File: config.mk
export PLATFORM = sky130hd
export DESIGN_NAME = sobel_scan_ctrl_flat
export DESIGN_NICKNAME = d
export VERILOG_FILES = /design/src/rtl/sobel_pkg.sv /design/src/rtl/sobel_scan_ctrl_if.sv /design/src/rtl/sobel_window_reg.sv /design/src/rtl/sobel_scan_ctrl.sv /design/src/flat_wrapper.sv
export SDC_FILE = /design/constraint.sdc
export NUM_CORES = 1
export LEC_CHECK = 0
export CAP_MARGIN = 20
export CORE_UTILIZATION = 34
export CTS_BUF_LIST = sky130_fd_sc_hd__clkbuf_4
export CTS_CLUSTER_DIAMETER = 120
export CTS_CLUSTER_SIZE = 28
export DETAILED_ROUTE_END_ITERATION = 7
export GPL_TIMING_DRIVEN = 0
export SYNTH_ARGS = -nofsm -noshare
export SYNTH_HDL_FRONTEND = slang
export SYNTH_SLANG_ARGS = --single-unit
File: constraint.sdc
create_clock -name clk -period 3.6 [get_ports clk]
set_input_delay 1.08 -clock clk [delete_from_list [all_inputs] [get_ports clk]]
set_output_delay 1.08 -clock clk [all_outputs]
set_load 0.02 [all_outputs]
File: src/rtl/sobel_pkg.sv
// Shared types for the Sobel scan controller: pixel/window types, scan states
// and the neighbour-offset to window-index mapping.
package sobel_pkg;

    typedef logic [7:0] pixel_t;
    typedef pixel_t [2:0][2:0] window_t;

    typedef enum logic [2:0] {
        IDLE      = 3'd0,
        LOAD_FULL = 3'd1,
        LOAD_COL  = 3'd2,
        CALC      = 3'd3,
        EMIT      = 3'd4,
        DONE      = 3'd5
    } scan_state_t;

    // Offset (i,j) from the window's top-left pixel -> {row_idx, col_idx}
    function automatic logic [3:0] window_idx(input logic [1:0] i, input logic [1:0] j);
        return {2'd2 - i, 2'd2 - j};
    endfunction

endpackage

File: src/rtl/sobel_scan_ctrl_if.sv
// Pixel-memory read port and result stream of the Sobel scan controller.
interface sobel_scan_ctrl_if import sobel_pkg::*; #(
    parameter int WIDTH  = 8,
    parameter int HEIGHT = 8,
    parameter int ADDR_W = $clog2(WIDTH * HEIGHT)
) ();

    logic                      mem_read;
    logic [ADDR_W-1:0]         mem_addr;
    pixel_t                    mem_rdata;
    logic                      mem_rvalid;

    logic                      out_valid;
    logic                      out_ready;
    logic                      out_pixel;
    logic [$clog2(HEIGHT)-1:0] out_row;
    logic [$clog2(WIDTH)-1:0]  out_col;

    modport master (
        output mem_read, mem_addr, out_valid, out_pixel, out_row, out_col,
        input  mem_rdata, mem_rvalid, out_ready
    );

    modport slave (
        input  mem_read, mem_addr, out_valid, out_pixel, out_row, out_col,
        output mem_rdata, mem_rvalid, out_ready
    );

endinterface

File: src/rtl/sobel_window_reg.sv
// 3x3 pixel window register: single-pixel load at an index and a one-column
// shift towards the high column index.
module sobel_window_reg import sobel_pkg::*; (
    input  logic       clk,
    input  logic       n_rst,
    input  logic       load,
    input  logic       shift,
    input  logic [1:0] row_idx,
    input  logic [1:0] col_idx,
    input  pixel_t     din,
    output window_t    win
);

    always_ff @(posedge clk or negedge n_rst) begin
        if (!n_rst) begin
            win <= '0;
        end else begin
            if (shift) begin
                for (int unsigned r = 0; r < 3; r++) begin
                    win[r][2] <= win[r][1];
                    win[r][1] <= win[r][0];
                end
            end
            if (load) begin
                win[row_idx][col_idx] <= din;
            end
        end
    end

endmodule

File: src/rtl/sobel_scan_ctrl.sv
// Raster scan over the interior pixels of an image: fetches each 3x3 window
// (sliding by one column where possible), runs sobel_edge, streams edge bits.
module sobel_scan_ctrl import sobel_pkg::*; #(
    parameter int WIDTH  = 8,
    parameter int HEIGHT = 8,
    parameter int ADDR_W = $clog2(WIDTH * HEIGHT)
) (
    input  logic              clk,
    input  logic              n_rst,
    input  logic              start,
    output logic              busy,
    output logic              done,
    output logic              sobel_en,
    output window_t           comp_matrix,
    input  logic              output_pixel,
    input  logic              sobel_done,
    sobel_scan_ctrl_if.master bus
);

    localparam int ROW_W = $clog2(HEIGHT);
    localparam int COL_W = $clog2(WIDTH);
    localparam logic [ROW_W-1:0] LAST_R = ROW_W'(HEIGHT - 2);
    localparam logic [COL_W-1:0] LAST_C = COL_W'(WIDTH - 2);

    scan_state_t       state;
    logic [ROW_W-1:0]  r;
    logic [COL_W-1:0]  c;
    logic [1:0]        li, lj;
    logic              pix_q;
    logic [ADDR_W-1:0] row_a, col_a;
    logic [3:0]        widx;
    logic              rd_ok, last_rd, accept;

    assign rd_ok   = bus.mem_read && bus.mem_rvalid;
    assign accept  = (state == EMIT) && bus.out_ready;
    assign last_rd = (li == 2'd2) && ((state == LOAD_COL) || (lj == 2'd2));

    // A column step only fetches the new right-hand column (offset j = 2)
    always_comb begin
        row_a = ADDR_W'(r) + ADDR_W'(li) - ADDR_W'(1);
        if (state == LOAD_COL) begin
            col_a = ADDR_W'(c) + ADDR_W'(1);
        end else begin
            col_a = ADDR_W'(c) + ADDR_W'(lj) - ADDR_W'(1);
        end
    end

    assign widx = window_idx(li, (state == LOAD_COL) ? 2'd2 : lj);

    assign bus.mem_read  = (state == LOAD_FULL) || (state == LOAD_COL);
    assign bus.mem_addr  = bus.mem_read ? (row_a * ADDR_W'(WIDTH) + col_a) : '0;
    assign sobel_en      = (state == CALC);
    assign bus.out_valid = (state == EMIT);
    assign bus.out_pixel = pix_q;
    assign bus.out_row   = r;
    assign bus.out_col   = c;
    assign done          = (state == DONE);
    assign busy          = (state == LOAD_FULL) || (state == LOAD_COL) ||
                           (state == CALC) || (state == EMIT);

    sobel_window_reg u_window (
        .clk     (clk),
        .n_rst   (n_rst),
        .load    (rd_ok),
        .shift   (accept && (c != LAST_C)),
        .row_idx (widx[3:2]),
        .col_idx (widx[1:0]),
        .din     (bus.mem_rdata),
        .win     (comp_matrix)
    );

    always_ff @(posedge clk or negedge n_rst) begin
        if (!n_rst) begin
            state <= IDLE;
            r     <= '0;
            c     <= '0;
            li    <= '0;
            lj    <= '0;
            pix_q <= 1'b0;
        end else begin
            case (state)
                IDLE: begin
                    if (start) begin
                        r     <= ROW_W'(1);
                        c     <= COL_W'(1);
                        li    <= '0;
                        lj    <= '0;
                        state <= LOAD_FULL;
                    end
                end
                LOAD_FULL, LOAD_COL: begin
                    if (bus.mem_rvalid) begin
                        if (last_rd) begin
                            li    <= '0;
                            lj    <= '0;
                            state <= CALC;
                        end else if ((state == LOAD_COL) || (lj == 2'd2)) begin
                            li <= li + 2'd1;
                            lj <= '0;
                        end else begin
                            lj <= lj + 2'd1;
                        end
                    end
                end
                CALC: begin
                    if (sobel_done) begin
                        pix_q <= output_pixel;
                        state <= EMIT;
                    end
                end
                EMIT: begin
                    if (bus.out_ready) begin
                        if (c != LAST_C) begin
                            c     <= c + COL_W'(1);
                            state <= LOAD_COL;
                        end else if (r != LAST_R) begin
                            r     <= r + ROW_W'(1);
                            c     <= COL_W'(1);
                            state <= LOAD_FULL;
                        end else begin
                            state <= DONE;
                        end
                    end
                end
                DONE: begin
                    r     <= '0;
                    c     <= '0;
                    pix_q <= 1'b0;
                    state <= IDLE;
                end
                default: state <= IDLE;
            endcase
        end
    end

endmodule

File: src/flat_wrapper.sv
// flat-port wrapper written by rule: the top's interface ports become plain ports
module sobel_scan_ctrl_flat import sobel_pkg::*;
#(
    parameter int WIDTH  = 8,
    parameter int HEIGHT = 8,
    parameter int ADDR_W = $clog2(WIDTH * HEIGHT)
)
  (clk, n_rst, start, busy, done, sobel_en, comp_matrix, output_pixel, sobel_done, bus_mem_read, bus_mem_addr, bus_out_valid, bus_out_pixel, bus_out_row, bus_out_col, bus_mem_rdata, bus_mem_rvalid, bus_out_ready);
  sobel_scan_ctrl_if #(.WIDTH(WIDTH), .HEIGHT(HEIGHT), .ADDR_W(ADDR_W)) bus_i ();
  input  logic clk;
  input  logic n_rst;
  input  logic start;
  output logic busy;
  output logic done;
  output logic sobel_en;
  output window_t comp_matrix;
  input  logic output_pixel;
  input  logic sobel_done;
  output wire logic [$bits(bus_i.mem_read)-1:0] bus_mem_read;
  output wire logic [$bits(bus_i.mem_addr)-1:0] bus_mem_addr;
  output wire logic [$bits(bus_i.out_valid)-1:0] bus_out_valid;
  output wire logic [$bits(bus_i.out_pixel)-1:0] bus_out_pixel;
  output wire logic [$bits(bus_i.out_row)-1:0] bus_out_row;
  output wire logic [$bits(bus_i.out_col)-1:0] bus_out_col;
  input wire logic [$bits(bus_i.mem_rdata)-1:0] bus_mem_rdata;
  input wire logic [$bits(bus_i.mem_rvalid)-1:0] bus_mem_rvalid;
  input wire logic [$bits(bus_i.out_ready)-1:0] bus_out_ready;
  assign bus_mem_read = bus_i.mem_read;
  assign bus_mem_addr = bus_i.mem_addr;
  assign bus_out_valid = bus_i.out_valid;
  assign bus_out_pixel = bus_i.out_pixel;
  assign bus_out_row = bus_i.out_row;
  assign bus_out_col = bus_i.out_col;
  assign bus_i.mem_rdata = bus_mem_rdata;
  assign bus_i.mem_rvalid = bus_mem_rvalid;
  assign bus_i.out_ready = bus_out_ready;
  sobel_scan_ctrl #(.WIDTH(WIDTH), .HEIGHT(HEIGHT), .ADDR_W(ADDR_W)) u_core (.clk(clk), .n_rst(n_rst), .start(start), .busy(busy), .done(done), .sobel_en(sobel_en), .comp_matrix(comp_matrix), .output_pixel(output_pixel), .sobel_done(sobel_done), .bus(bus_i));
endmodule
==> flow_results.org <==
** STA
- Time the final worst path needs with I/O delays and setup :: 4420 ps
- Max-slew violation total from the final report :: 0
- For this run, the top clock speed supported by timing is 0.226 GHz.
- Setup slack on the critical path of the routed design comes to -816 ps.
- Worst slew margin :: 0.632
- The number of hold violations in the final report was 0.
- Setup repair after global routing could not meet its margin everywhere.
- Setup total negative slack on the finished layout was measured at -1440 ps.
- Measured slew at the worst slew-check pin :: 548 ps
- Hold timing on the final database bottoms out at a slack of 542 ps.
- Setup violations remaining at the end of the flow were counted as 3.
- Of the available clock period, the critical path in the final layout requires 1.23.
- Across the routed clock network, the largest skew measured is 9.60 ps.

** Layout
- The net count of the finished layout is 520.
- The number of antenna diodes in the final layout is 0.
- Once layout is complete, the utilization of the core stands at 0.470.
- Most common cell after layout, fill and taps aside :: mux2_2
- The area growth from synthesis to layout is 33.5%.
- Summing all multi-input logic gate instances after layout gives 2500 um2.
- The finished layout holds 672 standard cells, fillers aside.
- The top cell types in the final layout, fill and taps aside, are mux2_2 (114), clkdlybuf4s50_1 (97), dfrtp_1 (83).
- In the final layout, flip-flops and latches occupy 2160 um2.
- Of the cells placed in the final design, the portion with a size suffix greater than 1 is 0.401.
- The filler cells instantiated in the layout total 1,244.

** CTS
- Number of buffers added by the clock tree synthesis step :: 9
- Clock slew seen by the registers of the worst setup and hold paths :: 130 ps
- Clock tree from TritonCTS :: done
- Hold repair after CTS inserted 0 buffers.
- Number of levels the H-tree was split into :: 3
- For the worst-skew pair, the clock arrives at the later sink with an insertion delay of 460 ps.
- Number of buffers on the longest clock path :: 2
- In this run the clock root is driven by a clkbuf_4.
- TritonCTS Sinks :: 86

** Die
- In this run the vertical extent of the chip is 120 um.
- For this configuration, the core starts out at a cell density of 0.352.
- The total area inside the core boundary comes to 13,400 um2.
- 105 I/O pins were placed.
- In this run the horizontal extent of the chip is 120 um.
- Die area :: 14,300 um2
- The initialized floorplan defines 42 standard-cell rows.

** Synthesis
- The most used flip-flop cell after synthesis is dfrtp_1.
- For this run, asynchronously set or reset flops after synthesis account for 1.00.
- Leading area contributor after synthesis :: dfrtp_1
- Of the post-synthesis cell area, the dominant cell type holds 0.456.
- Post-synth EDFFs :: 0
- Post-Syn Area per Cell :: 12.9 um2
- Share of the yosys chip area belonging to registers :: 0.456
- Number of instances in the synthesized netlist :: 365
- Register bit total from synthesis :: 86
- The cell area that synthesis handed to floorplanning was 4710 um2.
- For this run, the number of Yosys warnings is 0.
- Unique cell type count in the Yosys netlist :: 54
- Cell types occupying the most area after synthesis :: dfrtp_1 (46%), mux2_2 (27%), ha_1 (3.2%), mux2_4 (2.9%), inv_1 (1.4%)
- When the netlist entered floorplanning its net count stood at 394.

** Power and ir drop
- Total Power :: 5960 uW
- Power spread over the standard cell area amounts to 947 nW/um2.
- The analysis attributes to cell leakage a power of 0.00275 uW.
- Peak supply drop :: 0.336 mV

** Critical path
- The slowest stage of the critical path belongs to the cell dfrtp_2.
- STA classifies the critical path endpoint as a primary output.
- Required time of the critical path :: 2520 ps
- For the worst flop-to-flop path, the logic depth is 9.
- The setup check on the worst reg-to-reg path leaves a slack of 1340 ps.
- The worst setup path is launched from a register.
- At the worst endpoint, the arrival time is 3340 ps.
- On the worst path, the slowest cell contributes a delay of 420 ps.
- Walking the worst path, the cells encountered are ha_4, inv_2, fa_2, buf_4, buf_4, nor3_1, a21oi_1, nand3b_1, fa_2, xnor2_2, xnor2_2, nand2b_4, mux2i_4, buf_6.
- FF-to-FF Start :: u_core.bus.out_col[0]
- Endpoint of the worst register-to-register path :: u_core.u_window.win[60]
- Of all nets on the critical path, the largest fanout is 3.
- Startpoint-to-endpoint class of the critical path :: reg2out

** GRT
- Initial antenna violation count :: 0
- Entering global routing, the biggest net connects 48 pins.
- Number of global-route vias before repair :: 3,323
- The first global-routing pass estimated 18,400 um of wire.
- Across every metal layer, demand over resource in global routing totals 0.169.
- Summed over all layers, the global routing overflow is 0.

** Min path
- Counting instances, the worst hold path has a depth of 1.
- The path class of the tightest hold or removal check is reg2reg.

** Outcome
- The flow ran to the end, but the final reports show violations.
- The checks that failed: setup timing.

** Drt
- 1st-pass router iterations :: 4
- In this run, the number of DRC markers left after iteration 0 of detailed routing was 128.
- Vias after detailed routing :: 3,280
- Post-detailed-route wirelength per cell :: 17.0 um
- The routed design has 11,400 um of wire.
- Remaining routing DRC violations :: 0
- Antenna violation net count after detailed routing :: 0
- In the routed layout, each cell is associated on average with a via count of 4.88.

** Placement
- Once placement completed, the tool counted placed cells totaling 646.
- Final RePlAce weighted congestion :: 0.773
- Input and output buffers added on the ports amount to 104.
- After legalization and detailed placement, the total HPWL measured 8270 um.

** Job
- Maxcap violations :: 0
-- stage by stage --
stage                     area, um2  worst slack (ps)
final                          6290              -816
after global routing           6290              -993
after CTS                      6250              -900
after detailed placement       6050              -981
after global placement         6020             -2080
after floorplan                4760              -287
-- logic make-up (layout without fill, tap and decap cells) --
family,after synthesis,after routing,share of synthesized area
mux,128,128,0.312
flops,86,86,0.456
simple gates,68,68,0.0966
compound gates,31,31,0.0470
buf+inv,30,161,0.0310
fa+ha+maj,14,14,0.0403
xor+xnor,8,8,0.0165
-- cells in the mapped netlist, types with 4 or more instances --
library cell / n
and2_1: 6
buf_2: 5
ha_1: 12
o21ai_0: 4
nand2_1: 10
xnor2_1: 5
a21oi_1: 6
nor2b_1: 5
mux2_2: 114
inv_1: 17
nand2_2: 9
mux2_4: 9
nor2_1: 10
nand2b_1: 4
nor3_1: 4
dfrtp_1: 86
-- worst max-delay path by stage --
stage / slack (ps) / cells past startpoint / startpoint / end
5_1_grt: -990 / 15 / u_core.bus.out_col[0] / bus_mem_addr[5]
6_report: -820 / 14 / u_core.lj[0] / bus_mem_addr[5]
3_3_place_gp: -2080 / 1 / n_rst / u_core.bus.out_col[0]
4_1_cts: -900 / 14 / u_core.bus.out_col[0] / bus_mem_addr[5]
3_5_place_dp: -980 / 15 / u_core.lj[0] / bus_mem_addr[5]
2_1_floorplan: -290 / 13 / u_core.bus.out_col[0] / bus_mem_addr[5]
-- power by group --
part	leakage, uW	total (uW)	switching, uW	internal (uW)
combinational	0.00161	3670	1690	1980
sequential	0.00106	1740	339	1410
clock	0.0000747	546	338	207
total	0.00275	5960	2370	3590
-- metal layers --
layer / routed length, um / GRT usage / vias up
li1: - / - / 1565
met1: 5160 / 0.212 / 1632
met2: 5700 / 0.285 / 76
met3: 496 / 0.0499 / 7
met4: 76 / 0.0383 / 0
met5: 0 / 0 / -
-- cell type report --
cell class,instances,area share
inverter,18,0.0109
tap,176,0.0350
clock buffer,9,0.0107
multi-input combinational,249,0.397
sequential,86,0.343
buffer,12,0.0123
clock inverter,7,0.0103
timing repair buffer,115,0.182
-- worst max-delay path: cells and delay by family (launching register included) --
kind / cells / cell delay [ps]
AO/OA/AOI/OAI: 1 / 70
adder cells (fa/ha/maj): 3 / 940
flip-flops: 1 / 420
buffers and inverters: 4 / 450
XOR/XNOR: 2 / 290
multiplexers: 1 / 140
AND/OR/NAND/NOR: 3 / 580
-- repair_timing --
action | CTS | global route
pin swaps | 3 | 10
setup buffers | 8 | 2
hold endpoints to repair | 0 | 0
endpoints found under the setup margin | 5 | 7
resized for setup | 29 | 7
No activity file was read; power rests on OpenSTA's default activity.
